$ cat config.mk
export PLATFORM = sky130hd
export DESIGN_NAME = food_spawn_controller
export DESIGN_NICKNAME = d
export VERILOG_FILES = /design/src/rtl/snake_pkg.sv /design/src/rtl/spawn_lfsr.sv /design/src/rtl/food_spawn_controller.sv
export SDC_FILE = /design/constraint.sdc
export NUM_CORES = 1
export LEC_CHECK = 0
export ABC_AREA = 1
export BUFFER_PORTS_ARGS = -buffer_cell sky130_fd_sc_hd__clkbuf_2
export CAP_MARGIN = 5
export CORE_MARGIN = 2
export CORE_UTILIZATION = 30
export CTS_CLUSTER_DIAMETER = 80
export DETAILED_ROUTE_END_ITERATION = 12
export GPL_ROUTABILITY_DRIVEN = 1
export SLEW_MARGIN = 20
export SYNTH_ARGS = -nofsm -noshare
export SYNTH_HDL_FRONTEND = slang
export SYNTH_SLANG_ARGS = --single-unit
$ cat constraint.sdc
create_clock -name clk -period 4.6 [get_ports clk]
set_input_delay 0.92 -clock clk [delete_from_list [all_inputs] [get_ports clk]]
set_output_delay 0.92 -clock clk [all_outputs]
set_load 0.05 [all_outputs]
$ cat src/rtl/snake_pkg.sv
// Shared constants and types for the snake game blocks.
// Grid geometry, LFSR seed/taps and the food spawn state encoding.
package snake_pkg;

  localparam int GRID_W = 32;
  localparam int GRID_H = 24;
  localparam int X_W    = 5;
  localparam int Y_W    = 5;

  localparam int LFSR_W = 12;
  localparam logic [LFSR_W-1:0] SEED_DEFAULT = 12'hDCF;

  localparam int TAP_A = 11;
  localparam int TAP_B = 5;
  localparam int TAP_C = 3;
  localparam int TAP_D = 0;

  typedef enum logic [1:0] {
    IDLE,
    GEN,
    QUERY,
    SCAN
  } spawn_state_t;

  function automatic logic lfsr_fb(input logic [LFSR_W-1:0] l);
    return l[TAP_A] ^ l[TAP_B] ^ l[TAP_C] ^ l[TAP_D];
  endfunction

endpackage

$ cat src/rtl/spawn_lfsr.sv
// 12-bit Fibonacci LFSR for food candidates.
// A zero seed would lock the register, so it is replaced by the default.
module spawn_lfsr
  import snake_pkg::*;
(
  input  logic              clk,
  input  logic              rst,
  input  logic              load,
  input  logic              step,
  input  logic [LFSR_W-1:0] seed,
  output logic [LFSR_W-1:0] nxt
);

  logic [LFSR_W-1:0] lfsr;
  logic [LFSR_W-1:0] seed_fix;

  assign seed_fix = (seed == '0) ? SEED_DEFAULT : seed;
  assign nxt      = {lfsr[LFSR_W-2:0], lfsr_fb(lfsr)};

  always_ff @(posedge clk or negedge rst) begin
    if (!rst) begin
      lfsr <= SEED_DEFAULT;
    end else if (load) begin
      lfsr <= seed_fix;
    end else if (step) begin
      lfsr <= nxt;
    end
  end

endmodule

$ cat src/rtl/food_spawn_controller.sv
// Food placement: random candidates checked against the occupancy
// store, then a linear scan fallback that can report a full grid.
module food_spawn_controller #(
  parameter int GRID_W    = 32,
  parameter int GRID_H    = 24,
  parameter int X_W       = 5,
  parameter int Y_W       = 5,
  parameter int MAX_TRIES = 16
) (
  input  logic           clk,
  input  logic           rst,
  input  logic [11:0]    seed,
  input  logic           seed_load,
  input  logic           spawn_req,
  output logic           busy,
  output logic [X_W-1:0] food_x,
  output logic [Y_W-1:0] food_y,
  output logic           food_valid,
  output logic           grid_full,
  output logic           occ_req,
  output logic [X_W-1:0] occ_x,
  output logic [Y_W-1:0] occ_y,
  input  logic           occ_ack,
  input  logic           occ_hit
);

  import snake_pkg::*;

  localparam int CELLS = GRID_W * GRID_H;
  localparam int SC_W  = $clog2(CELLS);

  spawn_state_t      state;
  logic [7:0]        tries;
  logic [SC_W-1:0]   scan_cnt;
  logic [LFSR_W-1:0] lfsr_nxt;
  logic              lfsr_load;
  logic              lfsr_step;
  logic              lfsr_unused;
  logic [X_W-1:0]    raw_x;
  logic [X_W-1:0]    cand_x;
  logic [X_W-1:0]    nx;
  logic [Y_W-1:0]    raw_y;
  logic [Y_W-1:0]    cand_y;
  logic [Y_W-1:0]    ny;
  logic              last_x;
  logic              last_y;

  assign lfsr_load = (state == IDLE) && seed_load;
  assign lfsr_step = (state == GEN);

  spawn_lfsr u_lfsr (
    .clk  (clk),
    .rst  (rst),
    .load (lfsr_load),
    .step (lfsr_step),
    .seed (seed),
    .nxt  (lfsr_nxt)
  );

  assign lfsr_unused = ^lfsr_nxt[LFSR_W-1:X_W+Y_W];

  // Coordinate fields can exceed the grid by less than one grid width.
  assign raw_x  = lfsr_nxt[X_W-1:0];
  assign raw_y  = lfsr_nxt[X_W+Y_W-1:X_W];
  assign cand_x = ({1'b0, raw_x} >= (X_W+1)'(GRID_W))
                ? raw_x - X_W'(GRID_W) : raw_x;
  assign cand_y = ({1'b0, raw_y} >= (Y_W+1)'(GRID_H))
                ? raw_y - Y_W'(GRID_H) : raw_y;

  assign last_x = (occ_x == X_W'(GRID_W - 1));
  assign last_y = (occ_y == Y_W'(GRID_H - 1));
  assign nx     = last_x ? '0 : occ_x + X_W'(1);
  assign ny     = !last_x ? occ_y
                : (last_y ? '0 : occ_y + Y_W'(1));

  always_ff @(posedge clk or negedge rst) begin
    if (!rst) begin
      state      <= IDLE;
      tries      <= '0;
      scan_cnt   <= '0;
      busy       <= 1'b0;
      food_x     <= '0;
      food_y     <= '0;
      food_valid <= 1'b0;
      grid_full  <= 1'b0;
      occ_req    <= 1'b0;
      occ_x      <= '0;
      occ_y      <= '0;
    end else begin
      unique case (state)
        IDLE: begin
          if (spawn_req) begin
            food_valid <= 1'b0;
            grid_full  <= 1'b0;
            tries      <= '0;
            busy       <= 1'b1;
            state      <= GEN;
          end
        end
        GEN: begin
          occ_x   <= cand_x;
          occ_y   <= cand_y;
          tries   <= tries + 8'd1;
          occ_req <= 1'b1;
          state   <= QUERY;
        end
        QUERY: begin
          if (occ_ack) begin
            occ_req <= 1'b0;
            if (!occ_hit) begin
              food_x     <= occ_x;
              food_y     <= occ_y;
              food_valid <= 1'b1;
              busy       <= 1'b0;
              state      <= IDLE;
            end else if (tries < 8'(MAX_TRIES)) begin
              state <= GEN;
            end else begin
              occ_x    <= nx;
              occ_y    <= ny;
              scan_cnt <= '0;
              state    <= SCAN;
            end
          end
        end
        SCAN: begin
          // Request is re-raised one cycle after each cell move.
          if (!occ_req) begin
            occ_req <= 1'b1;
          end else if (occ_ack) begin
            occ_req <= 1'b0;
            if (!occ_hit) begin
              food_x     <= occ_x;
              food_y     <= occ_y;
              food_valid <= 1'b1;
              busy       <= 1'b0;
              state      <= IDLE;
            end else if (scan_cnt == SC_W'(CELLS - 1)) begin
              grid_full  <= 1'b1;
              food_valid <= 1'b0;
              busy       <= 1'b0;
              state      <= IDLE;
            end else begin
              scan_cnt <= scan_cnt + SC_W'(1);
              occ_x    <= nx;
              occ_y    <= ny;
            end
          end
        end
      endcase
    end
  end

endmodule
==> results.md, run 1 <==
* Vias per cell at approximately 4.6
* Number of enable flip-flop cells after synthesis at 0
* # rows at 37
* Comb power frac at 0.511
* Vias in the first global route at approximately 2500
* Core area at around 10000 um2
* Avg WL per Cell at about 12 um
* Setup Skew at 0.00772 ns
* Cells taking the most area after synthesis: dfrtp_1, nand2_1, dfstp_2
* Overall Global Routing Usage at 0.125
* Worst path bufs/invs at 1
* Root Buffer Master: clkbuf_8
* Most frequent CP cell: nand2_1
* Final Wtd Congestion at a little over 0.8
* Clock group share of total power at 0.112
* H-tree Lvls at 2
* Seq pwr share at 0.377
* Post-CTS setup repair buffer count at 0
* Async set-reset flop share out of synthesis at 1.00
* Diode count at 0
* Crit start category: register
* Max Transition Viols Final at 0
* Final Cycle Share at 0.443
* Clk Latency, worst-skew pair at 0.31 ns
* Post-synth top flop: dfrtp_1
* Nets at about 470
* Antenna violations before repair at 0
* Worst slew margin at 0.533
* CTS clk-pin slew, worst paths at around 0.10 ns
* MaxCap Viol Count at 0
* P_leak at ~1.9 nW
* Final WS setup at 2.56 ns
* P_sw at about 0.0012 W
* Slowest cell on the critical path: dfrtp_1
* Final wirelength at 6.76 mm
* Die Wd at 108 um
* Post-synth cell types at 36
* Global route overflow at 0
* Top Ports at 42
* Vias at 2686
* Fmax achieved at between 400 and 500 MHz
* Internal power at around 0.0011 W
* ANT nets after route at 0
* Net Sw Frac at 0.506
* IO Port Bufs at 41
* Die Area at around 12000 um2
* Initial DRC Count at roughly 150
* CTS max path bufs at 2
* RSZ-0062 raised after global routing: false
* PostCTS Resize Cnt at 0
* Cts hold-fix bufs at 0
* Most frequent cell after synthesis: nand2_1
* CP Data Arrival Time at 2.28 ns
* Post-synth top cells: nand2_1, inv_1, dfrtp_1, nand3_1, nor2_1
* Max VDD drop at about 0.00030 V
* Final setup vio count at 0
* Crit path kind: reg2reg
* Die height at between 100 and 150 um
* Worst slew pin tran at roughly 0.70 ns
* Sequential-to-total area share from yosys stat at 0.438
* Yosys reg bits at 56
* Max incr delay on CP at 0.76 ns
* HP Class: reg2reg
* Post-place setup slack at 2.54 ns
* Post-Syn Instances at ~400
* TritonCTS Buffers at 5
* Crit. End Element: register
* Yosys top cell area share at 0.365
* Yosys warns at 0
* Initial Utilization at 0.311
* CTS Sinks at 56
* First-pass GRT wire length at about 12 mm
* Fillcell total at ~1100
* Share of cells above drive strength 1 at 0.225
* CP max FO at 20
* Largest net degree at the start of global routing at 57
* Power density cells at around 640 nW/um2
* Placed Instance Area at 3530 um2
* Final instance area at 3610 um2
* Status: complete, no violations
* Post-Layout Cell Count at approximately 580
* Syn_area_per_cell at between 7 and 8 um2
* Mapped Nets at ~430
* CTS tree: built
* Layout area overhead at 12.0%
* Cells along the critical path: nand2_2, inv_2, nand2_1, nand2_1, nor2_2, nand3_4, nand2_1, o21ai_2
* Endpoints failing hold at 0
* Final min period at roughly 2.0 ns
* Detail Placement HPWL at between 5 and 6 mm
* Synthesized area at 3220 um2
* Setup tns final at 0 ns
* Placed cells at 574
* Cell taking the most area after synthesis: dfrtp_1
* DRC Markers at 0
* Crit path max-delay family: simple AND/OR/NAND/NOR gates
* Footprint of the multi-input gates at 1540 um2
* Drt first pass iters at 4
* Critical Path RT at roughly 4.8 ns
* Register Area at 1410 um2
## cells by family after synthesis
| family | synth area share |
|---|---|
| simple gates | 0.309 |
| buf+inv | 0.0850 |
| flops | 0.438 |
| compound gates | 0.109 |
| xor+xnor | 0.0190 |
| mux | 0.0206 |
| fa+ha+maj | 0.0194 |
## placed cells by master, fill, tap and decap left out, drive strengths merged
| master | n |
|---|---|
| xor2 | 5 |
| nor2 | 26 |
| dfrtp | 47 |
| inv | 53 |
| buf | 1 |
| o21bai | 1 |
| mux2i | 1 |
| nand4 | 8 |
| nand2 | 136 |
| a22oi | 8 |
| o211ai | 2 |
| ha | 5 |
| clkinv | 1 |
| nor3 | 2 |
| clkbuf | 47 |
| o21ai | 32 |
| nand3 | 39 |
| dfstp | 9 |
| xnor2 | 2 |
| or2 | 4 |
| mux2 | 5 |
| o31ai | 3 |
| o22ai | 3 |
| a21oi | 5 |
## routing by layer
| metal | track usage | up-vias | part of all wire |
|---|---|---|---|
| met2 | 0.192 | 54 | 0.44 |
| met4 | 0.0302 | 0 | 0.0099 |
| li1 | - | 1388 | - |
| met3 | 0.0206 | 6 | 0.042 |
| met5 | 0 | - | 0 |
| met1 | 0.184 | 1238 | 0.51 |
## path summary, 6_finish.rpt
kind                       depth (start not counted)  slack, ns       start     endpoint
setup / recovery                                   8       2.56    state[1]  scan_cnt[4]
hold / removal                                     2       0.48  food_valid   food_valid
setup reg to reg                                   8       2.56    state[1]  scan_cnt[4]
hold reg to reg                                    2       0.48  food_valid   food_valid
max in group asynchronous                          2       3.40         rst     occ_x[0]
min in group asynchronous                          2       0.74         rst  scan_cnt[7]
## registers in the layout (all words and copies together), names as in the netlist
signal       cells
occ_req          1
tries            8
food_y           5
occ_x            5
food_valid       1
state            2
food_x           5
u_lfsr.lfsr     12
busy             1
scan_cnt        10
grid_full        1
occ_y            5
## worst register-to-register path: stages, from the launching register on
cell	delay, ns
dfrtp_1	0.76
nand2_2	0.19
inv_2	0.26
nand2_1	0.11
nand2_1	0.15
nor2_2	0.07
nand3_4	0.25
nand2_1	0.12
o21ai_2	0.07
## area by class of cell
class | instances | share of cell area
flip-flops and latches | 56 | 0.391
repair buffers | 42 | 0.0589
multi-input cells | 287 | 0.426
clock inverters | 1 | 0.00139
inverters | 53 | 0.0551
clock buffers | 6 | 0.0201
well taps | 136 | 0.0472
## through the flow
step,total power [W],util,hold slack [ns]
6_report,0.00232,0.348,0.480
5_1_grt,0.00253,0.348,0.522
4_1_cts,0.00235,0.348,0.489
3_5_place_dp,0.00208,0.340,0.463
3_3_place_gp,0.00206,0.340,0.457
2_1_floorplan,0.00182,-,0.470
## power by group through the flow
| stage | Combinational [W] | Clock [W] | Sequential [W] |
|---|---|---|---|
| floorplan | 0.000683 | 0 | 0.00114 |
| CTS | 0.00120 | 0.000272 | 0.000874 |
| finish | 0.00119 | 0.000260 | 0.000875 |
| global route | 0.00133 | 0.000293 | 0.000904 |
| detailed placement | 0.00119 | 0 | 0.000884 |
| global placement | 0.00118 | 0 | 0.000877 |
Power figures use the tool's default switching activity.
==> run 2: changes to the inputs <==
==> constraint.sdc (replaced) <==
create_clock -name clk -period 1.7 [get_ports clk]
set_input_delay 0.34 -clock clk [delete_from_list [all_inputs] [get_ports clk]]
set_output_delay 0.34 -clock clk [all_outputs]
set_load 0.05 [all_outputs]
==> run 2 against run 1 <==
  * Wire length grew 7.2%
  * Count of clock-buffer cells in the layout grew 2
  * Combinational power grew to 3.1 times the previous value
  * Largest cell class unchanged
==> results.md, run 2 (synthesis gave the netlist of run 1 again) <==
* Clk Latency, worst-skew pair at 0.32 ns (was 0.31 ns)
* H-tree Lvls at 2 (unchanged)
* Fillcell total at 1096 (was 1091)
* Status: complete, no violations (unchanged)
* Antenna violations before repair at 0 (unchanged)
* Most frequent cells in the layout: nand2_1, inv_1, dfrtp_1, clkbuf_2, nand3_1 (was nand2_1, inv_1, dfrtp_1)
* Die height at 108 um (unchanged)
* CP max FO at 6 (was 20)
* CTS max path bufs at 2 (unchanged)
* Number of flip-flops in the largest register at 12 (unchanged)
* Initial Utilization at 0.311 (unchanged)
* Share of cells above drive strength 1 at 0.292 (was 0.225)
* Endpoints failing hold at 0 (unchanged)
* Fmax achieved at 624 MHz (was 491 MHz)
* Detail Placement HPWL at 5.38 mm (was 5.08 mm)
* Final Power at 0.00689 W (was 0.00232 W)
* Largest registers: u_lfsr.lfsr: 12 flops, scan_cnt: 10 flops, tries: 8 flops (unchanged)
* CTS Sinks at 56 (unchanged)
* Crit path kind: reg2reg (unchanged)
* Core area at 10400 um2 (unchanged)
* Nets at 488 (was 468)
* Post-Layout Cell Count at 602 (was 581)
* Root Buffer Master: clkbuf_8 (unchanged)
* Worst slew margin at 0.779 (was 0.533)
* First-pass GRT wire length at 12.4 mm (was 11.8 mm)
* Overall Global Routing Usage at 0.131 (was 0.125)
* TritonCTS Buffers at 5 (unchanged)
* Max incr delay on CP at 0.42 ns (was 0.76 ns)
* Final min period at 1.60 ns (was 2.04 ns)
* Final setup vio count at 0 (unchanged)
* Final Wtd Congestion at 0.841 (was 0.828)
* Slowest cell on the critical path: dfrtp_2 (was dfrtp_1)
* Avg WL per Cell at 12.0 um (was 11.6 um)
* CTS tree: built (unchanged)
* Die Wd at 108 um (unchanged)
* Placed cells at 589 (was 574)
* Vias at 2792 (was 2686)
* Vias in the first global route at 2668 (was 2538)
* Crit. End Element: register (unchanged)
* DRC Markers at 0 (unchanged)
* Layout area overhead at 20.3% (was 12.0%)
* Worst slew pin tran at 0.332 ns (was 0.701 ns)
* Initial DRC Count at 139 (was 149)
* Max Transition Viols Final at 0 (unchanged)
* MaxCap Viol Count at 0 (unchanged)
* Diode count at 0 (unchanged)
* Cells along the critical path: ha_4, nand2_2, nor2_2, ha_2, inv_2, nand2_2, nand3_2, nor2_4, nand3_4, nand2_1, nand2_1 (was nand2_2, inv_2, nand2_1, nand2_1, nor2_2, nand3_4, nand2_1, o21ai_2)
* Top Ports at 42 (unchanged)
* Setup Skew at 0.0110 ns (was 0.00772 ns)
* Max VDD drop at 0.000780 V (was 0.000300 V)
* Commonest non-fill, non-tap cell in the layout: nand2_1 (unchanged)
* Most flop-heavy register: u_lfsr.lfsr (unchanged)
* Vias per cell at 4.64 (was 4.62)
* Final Cycle Share at 0.942 (was 0.443)
* CTS clk-pin slew, worst paths at 0.10 ns (about the same)
* HP Class: in2async (was reg2reg)
* CP Data Arrival Time at 1.81 ns (was 2.28 ns)
* RSZ-0062 raised after global routing: true (was false)
* Power density cells at 1780 nW/um2 (was 643 nW/um2)
* Critical Path RT at 1.91 ns (was 4.84 ns)
* ANT nets after route at 0 (unchanged)
* IO Port Bufs at 41 (unchanged)
* Drt first pass iters at 4 (unchanged)
* P_leak at 1.97 nW (was 1.87 nW)
* Crit start category: register (unchanged)
* Final wirelength at 7.25 mm (was 6.76 mm)
* Die Area at 11600 um2 (unchanged)
* Global route overflow at 0 (unchanged)
* # rows at 37 (unchanged)
* Largest net degree at the start of global routing at 57 (unchanged)
## run 2: changes by cell type in the layout (fill, tap and decap cells not counted), sizes merged
cell    before  now
buf          1   19
clkbuf      47   49
nand3       39   41
clkinv       1    0
## run 2: worst paths after layout
check / to / cells past startpoint / startpoint / slack [ns]
worst max register to register: occ_y[1] / 11 / occ_x[0] / 0.1
max in group asynchronous: u_lfsr.lfsr[8] / 2 / rst / 1.41
worst min register to register: food_valid / 2 / food_valid / 0.48
worst max-delay path: occ_y[1] / 11 / occ_x[0] / 0.1
worst min-delay path: food_x[2] / 2 / rst / 0.008
min in group clk: u_lfsr.lfsr[9] / 3 / seed[9] / 0.26
## run 2: cell type report
cell class	instances	area, um2	share of cell area
sequential	56	1420	0.366
multi-input combinational	289	1600	0.414
inverter	53	199	0.0513
tap	136	170	0.0439
clock buffer	8	123	0.0316
timing repair buffer	60	360	0.0930
## run 2: per-layer routing
metal / up-vias / GRT usage / wire, um
met5: - / 0 / 0
met4: 0 / 0.0357 / 67
met3: 5 / 0.0188 / 235
met2: 42 / 0.214 / 3390
met1: 1307 / 0.182 / 3560
li1: 1438 / - / -
## run 2: what timing repair did
item / CTS / global route
gates resized for setup: 0 / 13
setup buffers: 0 / 3
endpoints found under the setup margin: 0 / 21
hold buffers: 0 / 0
## run 2: through the flow
step                setup TNS [ns]  setup slack, ns   util  hold slack, ns  area [um2]
floorplan                  -0.0162          -0.0162      -          0.0444        3240
global placement                 0            0.134  0.354           0.366        3670
detailed placement               0            0.113  0.354           0.372        3670
CTS                              0           0.0897  0.366          0.0147        3800
global route               -0.0746          -0.0190  0.374          0.0272        3880
finish                           0           0.0987  0.374         0.00768        3880
## run 2: power by group
group          total, W  internal [W]  switching [W]
logic           0.00363       0.00120        0.00242
clock network  0.000911      0.000471       0.000440
registers       0.00235       0.00189       0.000465
total           0.00689       0.00356        0.00333
## run 2: critical path: cells and delay by family (launching register included)
kind / cells / cell delay, ns
adders and majority gates: 2 / 0.32
buffers and inverters: 1 / 0.03
DFF: 1 / 0.42
and+or+nand+nor: 8 / 0.72
